File: src/rtl/bram_rr_arbiter.sv
// Round-robin arbiter sharing one single-port block RAM between NUM_REQ
// requesters. Accepted commands are registered, then issued to the RAM.
// Reads return a one-cycle resp_valid pulse to the granted requester.
module bram_rr_arbiter #(
    parameter int NUM_REQ   = 2,
    parameter int RAM_WIDTH = 8,
    parameter int RAM_DEPTH = 256,
    localparam int ADDR_W   = $clog2(RAM_DEPTH)
) (
    input  logic                         clk,
    input  logic                         rst,
    input  logic [NUM_REQ-1:0]           req_valid,
    output logic [NUM_REQ-1:0]           req_ready,
    input  logic [NUM_REQ-1:0]           req_we,
    input  logic [NUM_REQ*ADDR_W-1:0]    req_addr,
    input  logic [NUM_REQ*RAM_WIDTH-1:0] req_wdata,
    output logic [NUM_REQ-1:0]           resp_valid,
    output logic [RAM_WIDTH-1:0]         resp_rdata,
    output logic                         ram_we,
    output logic [ADDR_W-1:0]            ram_addr,
    output logic [RAM_WIDTH-1:0]         ram_din,
    input  logic [RAM_WIDTH-1:0]         ram_dout
);

    localparam int IDX_W = (NUM_REQ > 1) ? $clog2(NUM_REQ) : 1;

    typedef enum logic [1:0] {
        S_IDLE,
        S_ISSUE,
        S_RESP
    } state_t;

    state_t                r_state;
    state_t                w_state_nxt;
    logic [IDX_W-1:0]      r_ptr;
    logic [IDX_W-1:0]      r_grant;
    logic                  r_cmd_we;
    logic [ADDR_W-1:0]     r_cmd_addr;
    logic [RAM_WIDTH-1:0]  r_cmd_wdata;

    logic                  w_found;
    logic [IDX_W-1:0]      w_winner;
    logic                  w_accept;

    function automatic logic [IDX_W-1:0] wrap_idx(input int unsigned v);
        return IDX_W'(v % NUM_REQ);
    endfunction

    // Round-robin search: first valid requester starting at ptr+1.
    always_comb begin
        w_found  = 1'b0;
        w_winner = '0;
        for (int unsigned k = 1; k <= NUM_REQ; k++) begin
            if (!w_found && req_valid[wrap_idx(int'(r_ptr) + k)]) begin
                w_found  = 1'b1;
                w_winner = wrap_idx(int'(r_ptr) + k);
            end
        end
    end

    assign w_accept = (r_state == S_IDLE) && w_found;

    // Next-state logic for the access sequence.
    always_comb begin
        w_state_nxt = r_state;
        case (r_state)
            S_IDLE:  if (w_accept) w_state_nxt = S_ISSUE;
            S_ISSUE: w_state_nxt = r_cmd_we ? S_IDLE : S_RESP;
            S_RESP:  w_state_nxt = S_IDLE;
            default: w_state_nxt = S_IDLE;
        endcase
    end

    // State register.
    always_ff @(posedge clk or posedge rst) begin
        if (rst) r_state <= S_IDLE;
        else     r_state <= w_state_nxt;
    end

    // Capture the winning command and advance the round-robin pointer.
    always_ff @(posedge clk or posedge rst) begin
        if (rst) begin
            r_ptr       <= IDX_W'(NUM_REQ - 1);
            r_grant     <= '0;
            r_cmd_we    <= 1'b0;
            r_cmd_addr  <= '0;
            r_cmd_wdata <= '0;
        end else if (w_accept) begin
            r_ptr       <= w_winner;
            r_grant     <= w_winner;
            r_cmd_we    <= req_we[w_winner];
            r_cmd_addr  <= req_addr[w_winner*ADDR_W +: ADDR_W];
            r_cmd_wdata <= req_wdata[w_winner*RAM_WIDTH +: RAM_WIDTH];
        end
    end

    // One-hot accept, suppressed while reset is held.
    always_comb begin
        req_ready = '0;
        if (w_accept && !rst) req_ready[w_winner] = 1'b1;
    end

    // One-cycle read response to the granted requester.
    always_comb begin
        resp_valid = '0;
        if (r_state == S_RESP) resp_valid[r_grant] = 1'b1;
    end

    // The command register holds between accepts, so the RAM address and
    // data naturally keep their last value outside the issue cycle.
    assign ram_we     = (r_state == S_ISSUE) && r_cmd_we;
    assign ram_addr   = r_cmd_addr;
    assign ram_din    = r_cmd_wdata;
    assign resp_rdata = ram_dout;

endmodule
File: config.mk
export PLATFORM = sky130hd
export DESIGN_NAME = bram_rr_arbiter
export DESIGN_NICKNAME = d
export VERILOG_FILES = /design/src/rtl/bram_rr_arbiter.sv
export SDC_FILE = /design/constraint.sdc
export NUM_CORES = 1
export LEC_CHECK = 0
export BUFFER_PORTS_ARGS = -buffer_cell sky130_fd_sc_hd__buf_4
export CELL_PAD_IN_SITES_DETAIL_PLACEMENT = 1
export CELL_PAD_IN_SITES_GLOBAL_PLACEMENT = 1
export CORE_ASPECT_RATIO = 1.5
export CORE_UTILIZATION = 31
export DETAILED_ROUTE_END_ITERATION = 7
export GPL_TIMING_DRIVEN = 0
export PLACE_DENSITY = 0.84
export SYNTH_ARGS = -nofsm -noshare
export SYNTH_HDL_FRONTEND = slang
export SYNTH_SLANG_ARGS = --single-unit
File: constraint.sdc
create_clock -name clk -period 2.15 [get_ports clk]
set_clock_uncertainty 0.05 [all_clocks]
set_input_delay 0.1075 -clock clk [delete_from_list [all_inputs] [get_ports clk]]
set_output_delay 0.1075 -clock clk [all_outputs]
set_load 0.1 [all_outputs]
[Word-level counts from Yosys, hierarchy flattened]
Index checks and enable logic that the tools add are counted.
Word-level totals
  bits in registers: 21
  input port bits: 46
  output and inout bits: 29
Cells by class
  add/sub/neg operators: 2
  magnitude comparators: 6
  equal/unequal tests: 3
  shift-type cells: 2
  multiplexer cells: 19
  reductions and logical operators: 9
Operator list (number)
  16-bit by 5-bit variable part select with 8-bit output: 2
  1-bit two-way mux: 12
  1-bit by 2-bit less-than comparator with 1-bit output, second input constant: 4
  2-bit two-way mux: 4
  1-bit logical AND: 6
  2-bit case mux with 2 select lines: 1
  1-bit adder, second input constant: 2
  1-bit demux with 1-bit select: 2
  2-bit by 1-bit equality test with 1-bit output, second input constant: 1
  2-bit equality test, second input constant: 1
  1-bit >= comparator, second input constant: 2
  1-bit zero test: 2
  2-bit zero test: 1
  2-bit != test, second input constant: 1

[Logic depth before layout (Yosys ltp)]
Gate-level depths: netlist (run 1).
  word-level depth: 12
  depth in mapped cells: 5

[Least setup slack after synthesis (run 1)]
OpenSTA, ideal clock, no wires.
  kind: register to output
  start: register r_state[1]
  end: output port req_ready[0]
  arrival: 2.956 ns
  data required time: 1.992 ns
  setup slack: -0.964 ns
  cell stages (with the launch flop): 5
  path through: dfrtp_1 > nor2_1 > o21ai_0 > buf_2 > nor3_1
Between the ends
  longest elaborated chain between the ends: 4
RTL lines
  start: declaration: line 33  | state_t r_state;
  start signal: assignment: line 77  | else r_state <= w_state_nxt;
  2-bit zero test: line 61  | assign w_accept = (r_state == S_IDLE) && w_found;
  1-bit logical AND: line 61
  1-bit logical AND: line 100  | if (w_accept && !rst) req_ready[w_winner] = 1'b1;
  2-bit two-way mux: line 100
  end: declaration: line 13  | output logic [NUM_REQ-1:0] req_ready,
No other way between the ends.

[Final worst setup path (run 1)]
Ends and elaborated chain as after synthesis.

==> results.md, run 1 <==
* Status: finished, violations left
* Violated checks: hold timing
* PortBufs at 66
* Compound-gate portion of the synthesized area at 3.73%
* CP max stage cell: dfrtp_1
* Router iterations before antenna repair at 2
* Nets at 200
* Crit start category: flip-flop
* HP Class: in2async
* Die W at roughly 50 um
* Largest delay contributor family on the critical path: buffers and inverters
* Area of the die at around 3900 um^2
* Worst path bufs/invs at 2
* Residual DRC at 0
* Die height at 76.3 um
* Detailed placer's ending HPWL at around 2300 um
* Critical Path Fanout Max at 10
* Avg Vias per Cell at between 4 and 5
* Skew-Pair Late Insertion Delay at 0.25 ns
* Largest net degree at the start of global routing at 22
* Tcrit/Tclk final at approximately nine tenths
* WHS at -0.0237 ns
* Ant diodes at 0
* R2R setup slack at between 0.4 and 0.5 ns
* #FFs+latches synth at 21
* Post-Synth Adder-Cell Area at 0%
* Max-cap violations at 0
* Grt total ovfl at 0
* RSZ-0062 raised after global routing: no
* Post-synthesis mux area share at 36.5%
* Number of global-route vias before repair at 1052
* Largest family of logic cells by synthesized area: multiplexers
* Minimum clock period at 1.91 ns
* CTS clock-pin slew for the worst setup and hold paths at 0.07 ns
* Register area share after synthesis at between 40 and 50%
* Reg-to-Reg End: ram_din[2]
* Detailed Route Iter0 Violations at 12
* Setup crit end kind: primary output
* XOR/XNOR share of the synthesized area at 0%
* Final worst slack at around 0.24 ns
* Max Freq at around 0.52 GHz
* WP data arrival at around 1.8 ns
* Core ar. at about 3400 um^2
* Synth top area cells: dfrtp_1 (44%), mux2_2 (25%), mux2_4 (12%)
* Share of layout cells above drive strength 1 at about four fifths
* Synth unique cells at 19
* Storage element area at 527 um^2
* Final hold violations at 20
* Crit Path Class: reg2out
* WL per Instance at 14.5 um
* Mapped Cells at 82
* Worst-margin pin slew at about 0.79 ns
* Rel. slew slack at about 47%
* TritonCTS Sinks at 21
* Gr usage total at around 16%
* Post-Syn Area at between 1000 and 1500 um^2
* Critical Path RT at 1.99 ns
* Yosys top cell area share at approximately 44%
* Num CTS Buffers at 3
* Fill cell count at approximately 420
* TNS Setup at 0 ns
* Area leader, netlist: dfrtp_1
* Multi-input logic area at about 520 um^2
* Placer Congestion at between 0.7 and 0.8
* Worst reg2reg path startpoint: r_ptr
* Final Slew Violations at 0
* Via Count at between 900 and 1000
* Area growth syn-to-layout at 54.3%
* Post-DP Area at approximately 1700 um^2
* CP peak stage delay at between 0.4 and 0.5 ns
* Simple-Gate Fraction of Synth Area at 4.06%
* Global-route wire length before repair at 4630 um
* Yosys warns at 0
* Final Setup Violations at 0
* CP Cell Sequence: nor2_1 > o21ai_0 > buf_2 > nor3_2 > buf_4
* Worst-case clock buffer depth at 2
* Routed WL at between 2000 and 3000 um
* Highest-count cells in the layout ignoring fill and taps: buf_4 (74), mux2_2 (25), dfrtp_1 (20)
* Root Driver: clkbuf_8
* Num rows at 26
* Avg Cell Area, Syn at ~14 um^2
* Finished Cell Area at ~1800 um^2
* Most common cell after layout, fill and taps aside: buf_4
* Syn nets at 128
* Ports at 75
* Post-route ant nets at 0
* H-tree levels at 1
* Initial Util at roughly a third
* Initial antenna violation count at 0
* DP Worst Slack at around 0.44 ns
* Cells on worst reg2reg path at 5
* TritonCTS clock tree: built
synthesized netlist by cell type, drive strengths merged:
cell type and count:
a22o 1, a21boi 1, dfrtp 20, a31oi 1, and3b 2, dfstp 1, o21ai 1, buf 12
nor3b 2, inv 2, a21oi 1, nor2 1, nor3 2, a21bo 1, mux2 34
layout make-up:
class | instances | area share (%)
sequential | 21 | 29.9
multi-input combinational | 47 | 29.6
timing repair buffer | 67 | 28.7
buffer | 12 | 5.76
tap | 42 | 2.99
clock buffer | 3 | 2.35
inverter | 2 | 0.426
clock inverter | 1 | 0.284
kinds of logic after synthesis:
logic type | count (synthesis)
buffers and inverters | 14
AND/OR/NAND/NOR | 7
AO/OA/AOI/OAI | 6
multiplexers | 34
flip-flops | 21
per-stage QoR:
| stage | hold WS, ns | instances | util (%) |
|---|---|---|---|
| after floorplan | 0.0333 | 82 | - |
| after global placement | 0.240 | 190 | 49.4 |
| after detailed placement | 0.264 | 190 | 49.4 |
| after CTS | 0.00694 | 195 | 51.1 |
| after global routing | 0.0378 | 195 | 51.1 |
| final | -0.0237 | 195 | 51.1 |
worst reg2reg max path, stage by stage, from the launching register on:
cell,delay (ns)
dfstp_2,0.56
a21bo_1,0.12
buf_6,0.16
buf_12,0.16
mux2_4,0.31
mux2_2,0.26
state kept, by name, summed over array words and instances, names as in the netlist:
register and flops:
ram_din 8, r_cmd_we 1, r_ptr 1, ram_addr 8, r_grant 1, r_state 2
timing repair:
item                                    CTS  global route
hold endpoints to repair                  1             0
setup buffers                             0             0
gates resized for setup                   0             0
endpoints found under the setup margin    0             0
hold buffers                              1             0
per-layer routing:
layer / GRT usage, % / up-vias / wire length (um) / share of wire, %
li1: - / 424 / - / -
met1: 14.5 / 453 / 888 / 31
met2: 31.9 / 34 / 1800 / 64
met3: 2.00 / 2 / 115 / 4.1
met4: 5.68 / 0 / 31 / 1.1
met5: 0 / - / 0 / 0
worst max path at each step:
stage	start	to	slack [ns]	cells past startpoint
floorplan	r_state[1]	req_ready[0]	-0.10	4
global placement	r_ptr	ram_din[2]	0.47	5
detailed placement	r_ptr	ram_din[2]	0.44	5
CTS	r_state[1]	req_ready[0]	0.19	5
global route	r_state[1]	req_ready[0]	0.07	5
finish	r_state[1]	req_ready[0]	0.24	5
Power of run 1 is not shown: default switching activity piles up to over one toggle a cycle in this logic, so the estimate is an artifact.
==> run 2, diff against run 1 <==
Settings changed: CORE_MARGIN set to 3.
==> results.md, run 2 (synthesis gave the netlist of run 1 again) <==
* Status: finished, violations left
* Violated checks: hold timing
* WL per Instance at approximately 16 um
* Core ar. at roughly 3500 um^2
* Finished Cell Area at 1760 um^2
* Worst-case clock buffer depth at 2
* Placer Congestion at 0.681
* RSZ-0062 raised after global routing: no
* Initial Util at ~33%
* WP data arrival at around 1.8 ns
* Gr usage total at a little over an eighth
* Critical Path Fanout Max at 10
* Num CTS Buffers at 3
* Post-DP Area at about 1700 um^2
* Number of global-route vias before repair at between 900 and 1000
* Nets at 200
* WHS at -0.0195 ns
* Post-route ant nets at 0
* Routed WL at between 3000 and 4000 um
* Avg Vias per Cell at 4.71
* Fin util at about half
* Router iterations before antenna repair at 3
* Minimum clock period at around 2 ns
* Most common cell after layout, fill and taps aside: buf_4
* HP Class: in2async
* PortBufs at 66
* H-tree levels at 1
* Max-cap violations at 0
* Setup crit start: r_state[0]
* Root Driver: clkbuf_8
* Die W at around 56 um
* TritonCTS Sinks at 21
* Detailed placer's ending HPWL at approximately 2600 um
* Via Count at 919
* # Post-CTS Setup Buffers at 0
* Die height at about 80 um
* Final Slew Violations at 0
* Reg-to-Reg End: ram_din[6]
* Area growth syn-to-layout at 54.3%
* Rel. slew slack at between 40% and 50%
* Final Setup Violations at 0
* Global-route wire length before repair at ~4800 um
* TritonCTS clock tree: built
* CP Capture Point: req_ready[0]
* Ant diodes at 0
* R2R setup slack at between 0.4 and 0.5 ns
* Max Freq at around 0.50 GHz
* Storage element area at 527 um^2
* Area of the die at between 4000 and 5000 um^2
* Detailed Route Iter0 Violations at 5
* Crit start category: flip-flop
* Worst reg2reg path startpoint: r_ptr
* Final hold violations at 20
* Num rows at 26
* Initial antenna violation count at 0
* CTS clock-pin slew for the worst setup and hold paths at 0.08 ns
* Cells on worst reg2reg path at 5
* Highest-count cells in the layout ignoring fill and taps: buf_4 (74), mux2_2 (25), dfrtp_1 (20)
* Grt total ovfl at 0
* Residual DRC at 0
* Largest net degree at the start of global routing at 22
* Setup crit end kind: primary output
* Multi-input logic area at approximately 520 um^2
* Critical Path RT at slightly below 2 ns
* Fill cell count at ~390
* Skew-Pair Late Insertion Delay at roughly 0.26 ns
* Ports at 75
* Tcrit/Tclk final at around 93%
* Share of layout cells above drive strength 1 at 78.4%
* Worst-margin pin slew at 0.815 ns
* Crit Path Class: reg2out
## run 2: cell counts in the layout (fill, tap and decap cells not counted)
Identical to the previous run, type by type.
## run 2: per-stage QoR
| stage | setup WS (ns) | hold slack (ns) | TNS (ns) | std cells |
|---|---|---|---|---|
| 6_report | 0.154 | -0.0195 | 0 | 195 |
| 5_1_grt | 0.0236 | 0.0491 | 0 | 195 |
| 4_1_cts | 0.104 | 0.00781 | 0 | 195 |
| 3_5_place_dp | 0.401 | 0.253 | 0 | 190 |
| 3_3_place_gp | 0.470 | 0.241 | 0 | 190 |
| 2_1_floorplan | -0.102 | 0.0333 | -0.204 | 82 |
## run 2: final cells by class
cell class | instances | area share (%)
Clock inverter | 1 | 0.284
Tap cell | 42 | 2.99
Timing Repair Buffer | 67 | 28.7
Buffer | 12 | 5.76
Multi-Input combinational cell | 47 | 29.6
Clock buffer | 3 | 2.35
Inverter | 2 | 0.426
Sequential cell | 21 | 29.9
## run 2: what timing repair did
item | CTS | global route
hold buffers | 1 | 0
endpoints found under the hold margin | 1 | 0
gates resized for setup | 0 | 0
## run 2: how the worst min path moves through the flow
| stage | startpoint | endpoint | slack, ns | cells past startpoint |
|---|---|---|---|---|
| after floorplan | rst | r_cmd_we | 0.03 | 1 |
| after global placement | req_valid[0] | r_ptr | 0.24 | 2 |
| after detailed placement | req_valid[0] | r_ptr | 0.25 | 2 |
| after CTS | rst | ram_din[7] | 0.008 | 2 |
| after global routing | rst | r_cmd_we | 0.05 | 2 |
| final | rst | r_cmd_we | -0.02 | 2 |
## run 2: critical path, stage by stage, from the launching register on
cell and delay (ns):
dfrtp_1 0.43, nor2_1 0.23, o21ai_0 0.21, buf_2 0.24, nor3_2 0.15, buf_4 0.32
## run 2: routing by layer
metal	wire length, um	GRT usage (%)
met3	163	2.57
met4	31	5.11
met2	1970	29.4
met1	896	11.9
met5	0	0
Power of run 2 is left out for the same reason.
